$ cat config.mk
export PLATFORM = sky130hd
export DESIGN_NAME = stopwatch_ctrl_flat
export DESIGN_NICKNAME = d
export VERILOG_FILES = /design/src/rtl/stopwatch_if.sv /design/src/rtl/stopwatch_ctrl.sv /design/src/flat_wrapper.sv
export SDC_FILE = /design/constraint.sdc
export NUM_CORES = 1
export LEC_CHECK = 0
export BUFFER_PORTS_ARGS = -buffer_cell sky130_fd_sc_hd__clkbuf_2
export CAP_MARGIN = 30
export CORE_UTILIZATION = 35
export CTS_CLUSTER_SIZE = 8
export DETAILED_ROUTE_END_ITERATION = 10
export PLACE_DENSITY_LB_ADDON = 0.08
export SLEW_MARGIN = 20
export SYNTH_ARGS = -nofsm -noshare
export SYNTH_HDL_FRONTEND = slang
export SYNTH_SLANG_ARGS = --single-unit
$ cat constraint.sdc
create_clock -name clk -period 2.7 [get_ports clk]
set_input_delay 0.54 -clock clk [delete_from_list [all_inputs] [get_ports clk]]
set_output_delay 0.54 -clock clk [all_outputs]
set_load 0.05 [all_outputs]
$ cat src/rtl/stopwatch_if.sv
// Stopwatch controller signal bundle.
// Buttons and digit values in, strobes and status out.
interface stopwatch_if;
  logic       btn_start_stop;
  logic       btn_clear;
  logic [3:0] d0;
  logic [3:0] d1;
  logic [3:0] d2;
  logic [3:0] d3;
  logic [3:0] dig_en;
  logic [3:0] dig_clr;
  logic       running;
  logic       ovf;

  modport master (
    output btn_start_stop,
    output btn_clear,
    output d0,
    output d1,
    output d2,
    output d3,
    input  dig_en,
    input  dig_clr,
    input  running,
    input  ovf
  );

  modport slave (
    input  btn_start_stop,
    input  btn_clear,
    input  d0,
    input  d1,
    input  d2,
    input  d3,
    output dig_en,
    output dig_clr,
    output running,
    output ovf
  );
endinterface

$ cat src/rtl/stopwatch_ctrl.sv
// Run/pause/clear FSM, 1 s prescaler and carry scheduler
// for four external mod-10 BCD digit counters (MM:SS).
module stopwatch_ctrl #(
  parameter int unsigned TICK_DIV = 100000000
) (
  input  logic       clk,
  input  logic       rst,
  stopwatch_if.slave sw
);

  localparam int unsigned     PS_W   = $clog2(TICK_DIV);
  localparam logic [PS_W-1:0] PS_MAX = PS_W'(TICK_DIV - 1);

  typedef enum logic [1:0] {
    IDLE  = 2'd0,
    RUN   = 2'd1,
    PAUSE = 2'd2
  } state_e;

  state_e          state_q;
  state_e          state_d;
  logic            ss_q;
  logic            cl_q;
  logic [PS_W-1:0] ps_q;
  logic [PS_W-1:0] ps_d;
  logic [3:0]      en_q;
  logic [3:0]      en_d;
  logic [3:0]      clr_q;
  logic [3:0]      clr_d;
  logic            run_q;
  logic            ovf_q;
  logic            ovf_d;

  logic se;
  logic ce;
  logic tick;
  logic c0;
  logic c1;
  logic c2;
  logic c3;
  logic wrap;

  assign se = sw.btn_start_stop & ~ss_q;
  assign ce = sw.btn_clear & ~cl_q;

  assign tick = (state_q == RUN) && (ps_q == PS_MAX);

  // Out-of-range digits never match, so they simply never carry.
  assign c0   = tick;
  assign c1   = c0 & (sw.d0 == 4'd9);
  assign c2   = c1 & (sw.d1 == 4'd5);
  assign c3   = c2 & (sw.d2 == 4'd9);
  assign wrap = c3 & (sw.d3 == 4'd5);

  always_comb begin
    state_d = state_q;
    if (ce) begin
      state_d = IDLE;
    end else if (se) begin
      state_d = (state_q == RUN) ? PAUSE : RUN;
    end
  end

  always_comb begin
    ps_d = ps_q;
    if (ce || state_q == IDLE) begin
      ps_d = '0;
    end else if (state_q == RUN) begin
      ps_d = tick ? '0 : ps_q + PS_W'(1);
    end
  end

  always_comb begin
    en_d  = {c3 & (sw.d3 != 4'd5), c2,
             c1 & (sw.d1 != 4'd5), c0};
    clr_d = {c3 & (sw.d3 == 4'd5), 1'b0,
             c1 & (sw.d1 == 4'd5), 1'b0};
    ovf_d = ovf_q;
    if (wrap) begin
      en_d  = 4'b0000;
      clr_d = 4'b1111;
      ovf_d = 1'b1;
    end
    // A user clear beats any coincident tick.
    if (ce) begin
      en_d  = 4'b0000;
      clr_d = 4'b1111;
      ovf_d = 1'b0;
    end
  end

  always_ff @(posedge clk) begin
    if (rst) begin
      state_q <= IDLE;
      ss_q    <= 1'b0;
      cl_q    <= 1'b0;
      ps_q    <= '0;
      en_q    <= 4'b0000;
      clr_q   <= 4'b0000;
      run_q   <= 1'b0;
      ovf_q   <= 1'b0;
    end else begin
      state_q <= state_d;
      ss_q    <= sw.btn_start_stop;
      cl_q    <= sw.btn_clear;
      ps_q    <= ps_d;
      en_q    <= en_d;
      clr_q   <= clr_d;
      run_q   <= (state_d == RUN);
      ovf_q   <= ovf_d;
    end
  end

  assign sw.dig_en  = en_q;
  assign sw.dig_clr = clr_q;
  assign sw.running = run_q;
  assign sw.ovf     = ovf_q;

endmodule

$ cat src/flat_wrapper.sv
// flat-port wrapper written by rule: the top's interface ports become plain ports
module stopwatch_ctrl_flat 
#(
  parameter int unsigned TICK_DIV = 100000000
)
  (clk, rst, sw_btn_start_stop, sw_btn_clear, sw_d0, sw_d1, sw_d2, sw_d3, sw_dig_en, sw_dig_clr, sw_running, sw_ovf);
  stopwatch_if sw_i ();
  input  logic clk;
  input  logic rst;
  input wire logic [$bits(sw_i.btn_start_stop)-1:0] sw_btn_start_stop;
  input wire logic [$bits(sw_i.btn_clear)-1:0] sw_btn_clear;
  input wire logic [$bits(sw_i.d0)-1:0] sw_d0;
  input wire logic [$bits(sw_i.d1)-1:0] sw_d1;
  input wire logic [$bits(sw_i.d2)-1:0] sw_d2;
  input wire logic [$bits(sw_i.d3)-1:0] sw_d3;
  output wire logic [$bits(sw_i.dig_en)-1:0] sw_dig_en;
  output wire logic [$bits(sw_i.dig_clr)-1:0] sw_dig_clr;
  output wire logic [$bits(sw_i.running)-1:0] sw_running;
  output wire logic [$bits(sw_i.ovf)-1:0] sw_ovf;
  assign sw_i.btn_start_stop = sw_btn_start_stop;
  assign sw_i.btn_clear = sw_btn_clear;
  assign sw_i.d0 = sw_d0;
  assign sw_i.d1 = sw_d1;
  assign sw_i.d2 = sw_d2;
  assign sw_i.d3 = sw_d3;
  assign sw_dig_en = sw_i.dig_en;
  assign sw_dig_clr = sw_i.dig_clr;
  assign sw_running = sw_i.running;
  assign sw_ovf = sw_i.ovf;
  stopwatch_ctrl #(.TICK_DIV(TICK_DIV)) u_core (.clk(clk), .rst(rst), .sw(sw_i));
endmodule
After elaboration in Yosys (flattened, before gate mapping)

Cells that the tools add are included.
Widths: inputs -> output; s select.

Add/subtract/negate cells: 1
Equality and inequality tests: 9
Mux-type cells: 6
Bitwise logic cells: 10
Reduce and logical (&&, ||, !) cells: 6

Operator list:

| cell                  | count |
|---|---|
| $add 27x1->27 const B | 1 |
| $eq 27x27->1 const B  | 1 |
| $mux 27               | 1 |
| $and 1x1->1           | 8 |
| $eq 4x3->1 const B    | 2 |
| $eq 4x4->1 const B    | 2 |
| $mux 4                | 2 |
| $ne 4x3->1 const B    | 2 |
| $mux 2                | 3 |
| $eq 2x1->1 const B    | 2 |
| $reduce_or 2->1       | 2 |
| $reduce_or 3->1       | 1 |
| $logic_not 2->1       | 1 |
| $not 1->1             | 2 |
| $logic_and 1x1->1     | 1 |
| $logic_or 1x1->1      | 1 |

Bits in registers: 41
Input bits: 20
Output and inout port bits: 10

Depth between registers and ports, before layout

Depth in word-level cells: 8
Mapped depth: 8
Mapped depth without buffers: 6

Worst setup path before layout

No wires, ideal clock.

Path type: register to register
Start: register u_core.ps_q[0]
End: register u_core.ovf_q, in the netlist u_core.sw.ovf
Setup time: 0.067 ns
Data arrival time: 1.962 ns
Path slack: 0.671 ns
Stages on the path, launching flop included: 8
Path buffers: 1
Cell sequence: dfxtp_1 > ha_1 > and3_1 > nand3_4 > or3_1 > buf_2 > or4_4 > a21oi_2

Cells in the longest elaborated chain, start to end: 6

RTL lines:

| item                   | RTL line              | RTL |
|---|---|---|
| from (decl)            | stopwatch_ctrl.sv:24  | `logic [PS_W-1:0] ps_q;` |
| from (signal assigned) | stopwatch_ctrl.sv:106 | `ps_q <= ps_d;` |
| $eq 27x27->1           | stopwatch_ctrl.sv:46  | `assign tick = (state_q == RUN) && (ps_q == PS_MAX);` |
| $logic_and 1x1->1      | stopwatch_ctrl.sv:46  |  |
| $and 1x1->1            | stopwatch_ctrl.sv:50  | `assign c1 = c0 & (sw.d0 == 4'd9);` |
| $and 1x1->1            | stopwatch_ctrl.sv:51  | `assign c2 = c1 & (sw.d1 == 4'd5);` |
| $and 1x1->1            | stopwatch_ctrl.sv:52  | `assign c3 = c2 & (sw.d2 == 4'd9);` |
| $and 1x1->1            | stopwatch_ctrl.sv:53  | `assign wrap = c3 & (sw.d3 == 4'd5);` |
| to (signal assigned)   | stopwatch_ctrl.sv:110 | `ovf_q <= ovf_d;` |
| to (decl)              | stopwatch_ctrl.sv:31  | `logic ovf_q;` |

Every way passes these cells.
A chain may end at the register's enable or synchronous reset.

Worst setup path in the final report

Ends and elaborated chain as after synthesis.

==> qor.csv <==
stage,metric,value,unit
critical_path,setup slack of the most critical reg-to-reg path,0.43,ns
critical_path,endpoint arrival time on the critical path,2.48,ns
floorplan,die width,72.6,µm
logic_synthesis,number of unique standard cell types used by synthesis,38,
pwr,switching power share of the total,0.223,
floorplan,area of the die,0.00527,mm²
pwr,switching pwr,0.000223,W
critical_path,kind of end point of the critical path,flop,
floorplan,standard-cell row count,25,
logic_synthesis,sequential share of the synthesized area,0.448,
logic_synthesis,count of state elements after synthesis,39,
timing,achievable clock frequency,0.441,GHz
clocking,cell at the root of the clock tree,sky130_fd_sc_hd__clkbuf_8,
finish,layout cell share with drive strength beyond 1,0.181,
critical_path,worst reg2reg path depth,6,
routing,detail-routed via count per cell,4.95,
floorplan,number of top-level design ports,30,
routing,total detailed-routing wirelength,3.48,mm
critical_path,category of the worst setup path launch point,flop,
pwr,power per cell area,495,mW/mm²
global_routing,global-route usage over all layers,0.153,
clocking,Worst-Skew Late Latency,0.28,ns
timing,transition time at the pin with the least slew margin,0.656,ns
clocking,post-CTS clock slew at the launch and capture registers of the worst setup and hold paths,0.07,ns
critical_path,Crit Reg-Reg Startpoint,u_core.ps_q[0],
clocking,number of levels in the clock H-tree,2,
timing,Hold Worst Slack,0.460,ns
finish,Antenna Diode Count,0,
logic_synthesis,share of synthesized area spent on multiplexers,0.00574,
clocking,number of gates resized after cts,0,
routing,detailed-router iteration count before antenna repair,4,
clocking,maximum clock insertion buffer count,2,
finish,Syn-to-layout area delta,16.0,%
min_path,worst hold path type,flop to flop,
timing,Setup TNS Final,0,ns
pwr,P_leak,0.651,nW
clocking,post-CTS setup buffer count,0,
pwr,part of the power in registers,0.584,
place,RD Place Congestion,0.748,
routing,drt initial violations,61,
logic_synthesis,main combinational cell family by area after synthesis,simple AND/OR/NAND/NOR gates,
floorplan,Starting Density,0.367,
logic_synthesis,net count of the mapped netlist,218,
global_routing,maximum number of pins on one net before global-route repair,24,
logic_synthesis,Syn Std Cell Area,0.00174,mm²
logic_synthesis,post-synthesis instance total,197,
clocking,TritonCTS clock tree,built,
critical_path,beginning of the critical path,u_core.ps_q[0],
place,quantity of I/O buffers inserted on ports,29,
logic_synthesis,area share of xor/xnor cells in the synthesized design,0.126,
pwr,worst supply voltage drop on vdd,216,µV
routing,Via Count,1454,
timing,Slew headroom,0.559,
pwr,Int Power,0.000777,W
routing,count of antenna-violating nets left after detailed routing,0,
critical_path,maximum fanout along the worst path,8,
job,Max Cap Violations,0,
floorplan,die height,72.6,µm
global_routing,number of global-route vias before repair,1398,
logic_synthesis,synthesized-area fraction occupied by adder cells,0.00718,
timing,Final setup violation count,0,
routing,DR DRC count,0,
floorplan,total core area,0.00475,mm²
global_routing,first-pass GRT wire length,6.16,mm
critical_path,"Req. time, crit path",2.91,ns
logic_synthesis,synthesized-area fraction occupied by and/or/nand/nor cells,0.344,
timing,RSZ-0062 raised after global routing,false,
global_routing,antenna violations before repair,0,
timing,count of final hold-check violations,0,
finish,Post-layout nets,249,
status,outcome,"complete, no violations",
min_path,hold path depth,2,
place,detailed placement HPWL,2.58,mm
clocking,clock buffer count from CTS,5,
critical_path,RR Endpoint,u_core.sw.ovf,
global_routing,remaining global-route overflow,0,
logic_synthesis,number of warnings reported in the yosys synthesis log,0,
clocking,count of hold-fix buffers inserted at cts,0,
timing,shortest period the worst path allows,2.27,ns
pwr,power share of the combinational group,0.063,
timing,pins over their slew limit,0,
pwr,clock share of power,0.353,
logic_synthesis,Avg Inst Size Synth,8.85,µm²
routing,routed length per instance,11.8,µm
timing,final clock skew,0.00350,ns
critical_path,Setup Crit Path Kind,flop to flop,
timing,Final period util,0.841,
critical_path,Critical Path Sink,u_core.sw.ovf,
logic_synthesis,fraction of the mapped netlist area in compound gates,0.0373,
clocking,Sink Count,39,
-- synth_stat cells --
library cell / n / area [µm²]
sky130_fd_sc_hd__nand4b_1: 2 / 17.5
sky130_fd_sc_hd__a21oi_1: 2 / 10.0
sky130_fd_sc_hd__or4_4: 1 / 11.3
sky130_fd_sc_hd__clkbuf_1: 2 / 7.51
sky130_fd_sc_hd__nor4bb_1: 3 / 30.0
sky130_fd_sc_hd__nor4_1: 6 / 37.5
sky130_fd_sc_hd__and4_1: 2 / 17.5
sky130_fd_sc_hd__nand2_1: 11 / 41.3
sky130_fd_sc_hd__a211oi_1: 1 / 7.51
sky130_fd_sc_hd__and3_1: 2 / 12.5
sky130_fd_sc_hd__xor2_1: 4 / 35.0
sky130_fd_sc_hd__o21ai_0: 1 / 5.00
sky130_fd_sc_hd__and2_1: 3 / 18.8
sky130_fd_sc_hd__nor2_1: 41 / 154
sky130_fd_sc_hd__nand4_1: 7 / 43.8
sky130_fd_sc_hd__o21a_1: 1 / 7.51
sky130_fd_sc_hd__and4_4: 1 / 11.3
sky130_fd_sc_hd__buf_4: 2 / 15.0
sky130_fd_sc_hd__inv_1: 5 / 18.8
sky130_fd_sc_hd__and2b_1: 1 / 7.51
sky130_fd_sc_hd__a311oi_1: 1 / 8.76
sky130_fd_sc_hd__mux2i_1: 1 / 10.0
sky130_fd_sc_hd__xnor2_1: 21 / 184
sky130_fd_sc_hd__a21oi_2: 2 / 17.5
sky130_fd_sc_hd__nand3_1: 11 / 55.1
sky130_fd_sc_hd__nand4bb_1: 2 / 22.5
sky130_fd_sc_hd__nor4b_1: 1 / 8.76
sky130_fd_sc_hd__dfxtp_1: 39 / 781
sky130_fd_sc_hd__ha_1: 1 / 12.5
sky130_fd_sc_hd__nand2b_1: 2 / 12.5
sky130_fd_sc_hd__buf_2: 3 / 15.0
sky130_fd_sc_hd__or3_1: 2 / 12.5
sky130_fd_sc_hd__a32oi_1: 1 / 8.76
sky130_fd_sc_hd__nor3b_1: 1 / 7.51
sky130_fd_sc_hd__nor3_1: 4 / 20.0
sky130_fd_sc_hd__nand3_4: 1 / 17.5
sky130_fd_sc_hd__nand3b_1: 2 / 15.0
sky130_fd_sc_hd__nor2b_1: 4 / 25.0
-- final cells by class --
class	count	area [µm²]
sequential	39	781
inverter	5	18.8
timing repair buffer	31	160
clock buffer	6	72.6
fill	527	2730
tap	67	83.8
multi-input combinational	146	906
-- sequential cells by signal, summed over array words and instances (netlist names) --
register and count:
u_core.sw.dig_en 4, u_core.state_q 2, u_core.sw.ovf 1, u_core.cl_q 1, u_core.ss_q 1, u_core.sw.dig_clr 2
u_core.sw.running 1, u_core.ps_q 27
-- critical path: stages, from the launching register on --
cell	delay (ns)
sky130_fd_sc_hd__dfxtp_1	0.36
sky130_fd_sc_hd__ha_1	0.23
sky130_fd_sc_hd__and3_1	0.32
sky130_fd_sc_hd__nand3_4	0.12
sky130_fd_sc_hd__or3_1	0.54
sky130_fd_sc_hd__or4_4	0.49
sky130_fd_sc_hd__a21oi_2	0.14
-- worst min path at each step --
stage | start | endpoint | slack, ns
5_1_grt | rst | u_core.sw.dig_clr[2] | 0.46
6_report | u_core.sw.ovf | u_core.sw.ovf | 0.46
4_1_cts | u_core.sw.ovf | u_core.sw.ovf | 0.46
2_1_floorplan | u_core.ps_q[0] | u_core.ps_q[0] | 0.46
3_5_place_dp | u_core.sw.ovf | u_core.sw.ovf | 0.45
3_3_place_gp | u_core.sw.ovf | u_core.sw.ovf | 0.45
-- metal layers --
layer,GRT usage,share of wire,up-vias
li1,-,-,732
met1,0.185,0.46,684
met2,0.255,0.48,32
met3,0.0417,0.045,6
met4,0.0654,0.018,0
met5,0,0,-
-- logic make-up after synthesis --
logic type,after synthesis
AND/OR/NAND/NOR,110
multiplexers,1
buffers and inverters,12
adder cells (fa/ha/maj),1
flip-flops,39
XOR/XNOR,25
AO/OA/AOI/OAI,9
-- placed cells by master (no fill, tap or decap), types with 3 or more instances in the layout --
master                     netlist  final
sky130_fd_sc_hd__nor2b_1         4      4
sky130_fd_sc_hd__clkbuf_8        0      5
sky130_fd_sc_hd__and2_1          3      3
sky130_fd_sc_hd__clkbuf_2        0     29
sky130_fd_sc_hd__nand4_1         7      7
sky130_fd_sc_hd__nor4_1          6      6
sky130_fd_sc_hd__dfxtp_1        39     39
sky130_fd_sc_hd__inv_1           5      5
sky130_fd_sc_hd__nand3_1        11     11
sky130_fd_sc_hd__xnor2_1        21     21
sky130_fd_sc_hd__nor4bb_1        3      3
sky130_fd_sc_hd__nor2_1         41     41
sky130_fd_sc_hd__nor3_1          4      4
sky130_fd_sc_hd__xor2_1          4      4
sky130_fd_sc_hd__nand2_1        11     11
-- through the flow --
step	cells	power [W]	instance area (µm²)	utilization	setup WS [ns]
3_5_place_dp	288	0.000661	1950	0.410	0.452
5_1_grt	294	0.00105	2020	0.425	0.299
2_1_floorplan	197	0.000639	1740	-	0.671
4_1_cts	294	0.00102	2020	0.425	0.419
3_3_place_gp	288	0.000660	1950	0.410	0.537
6_report	294	0.00100	2020	0.425	0.430
-- power groups by stage --
stage / Sequential (W) / Clock [W] / Combinational, W
final: 0.000584 / 0.000353 / 0.0000626
after global routing: 0.000585 / 0.000398 / 0.0000684
after CTS: 0.000584 / 0.000371 / 0.0000636
after detailed placement: 0.000598 / 0 / 0.0000635
after global placement: 0.000597 / 0 / 0.0000623
after floorplan: 0.000606 / 0 / 0.0000330
No activity file was read; power rests on OpenSTA's default activity.
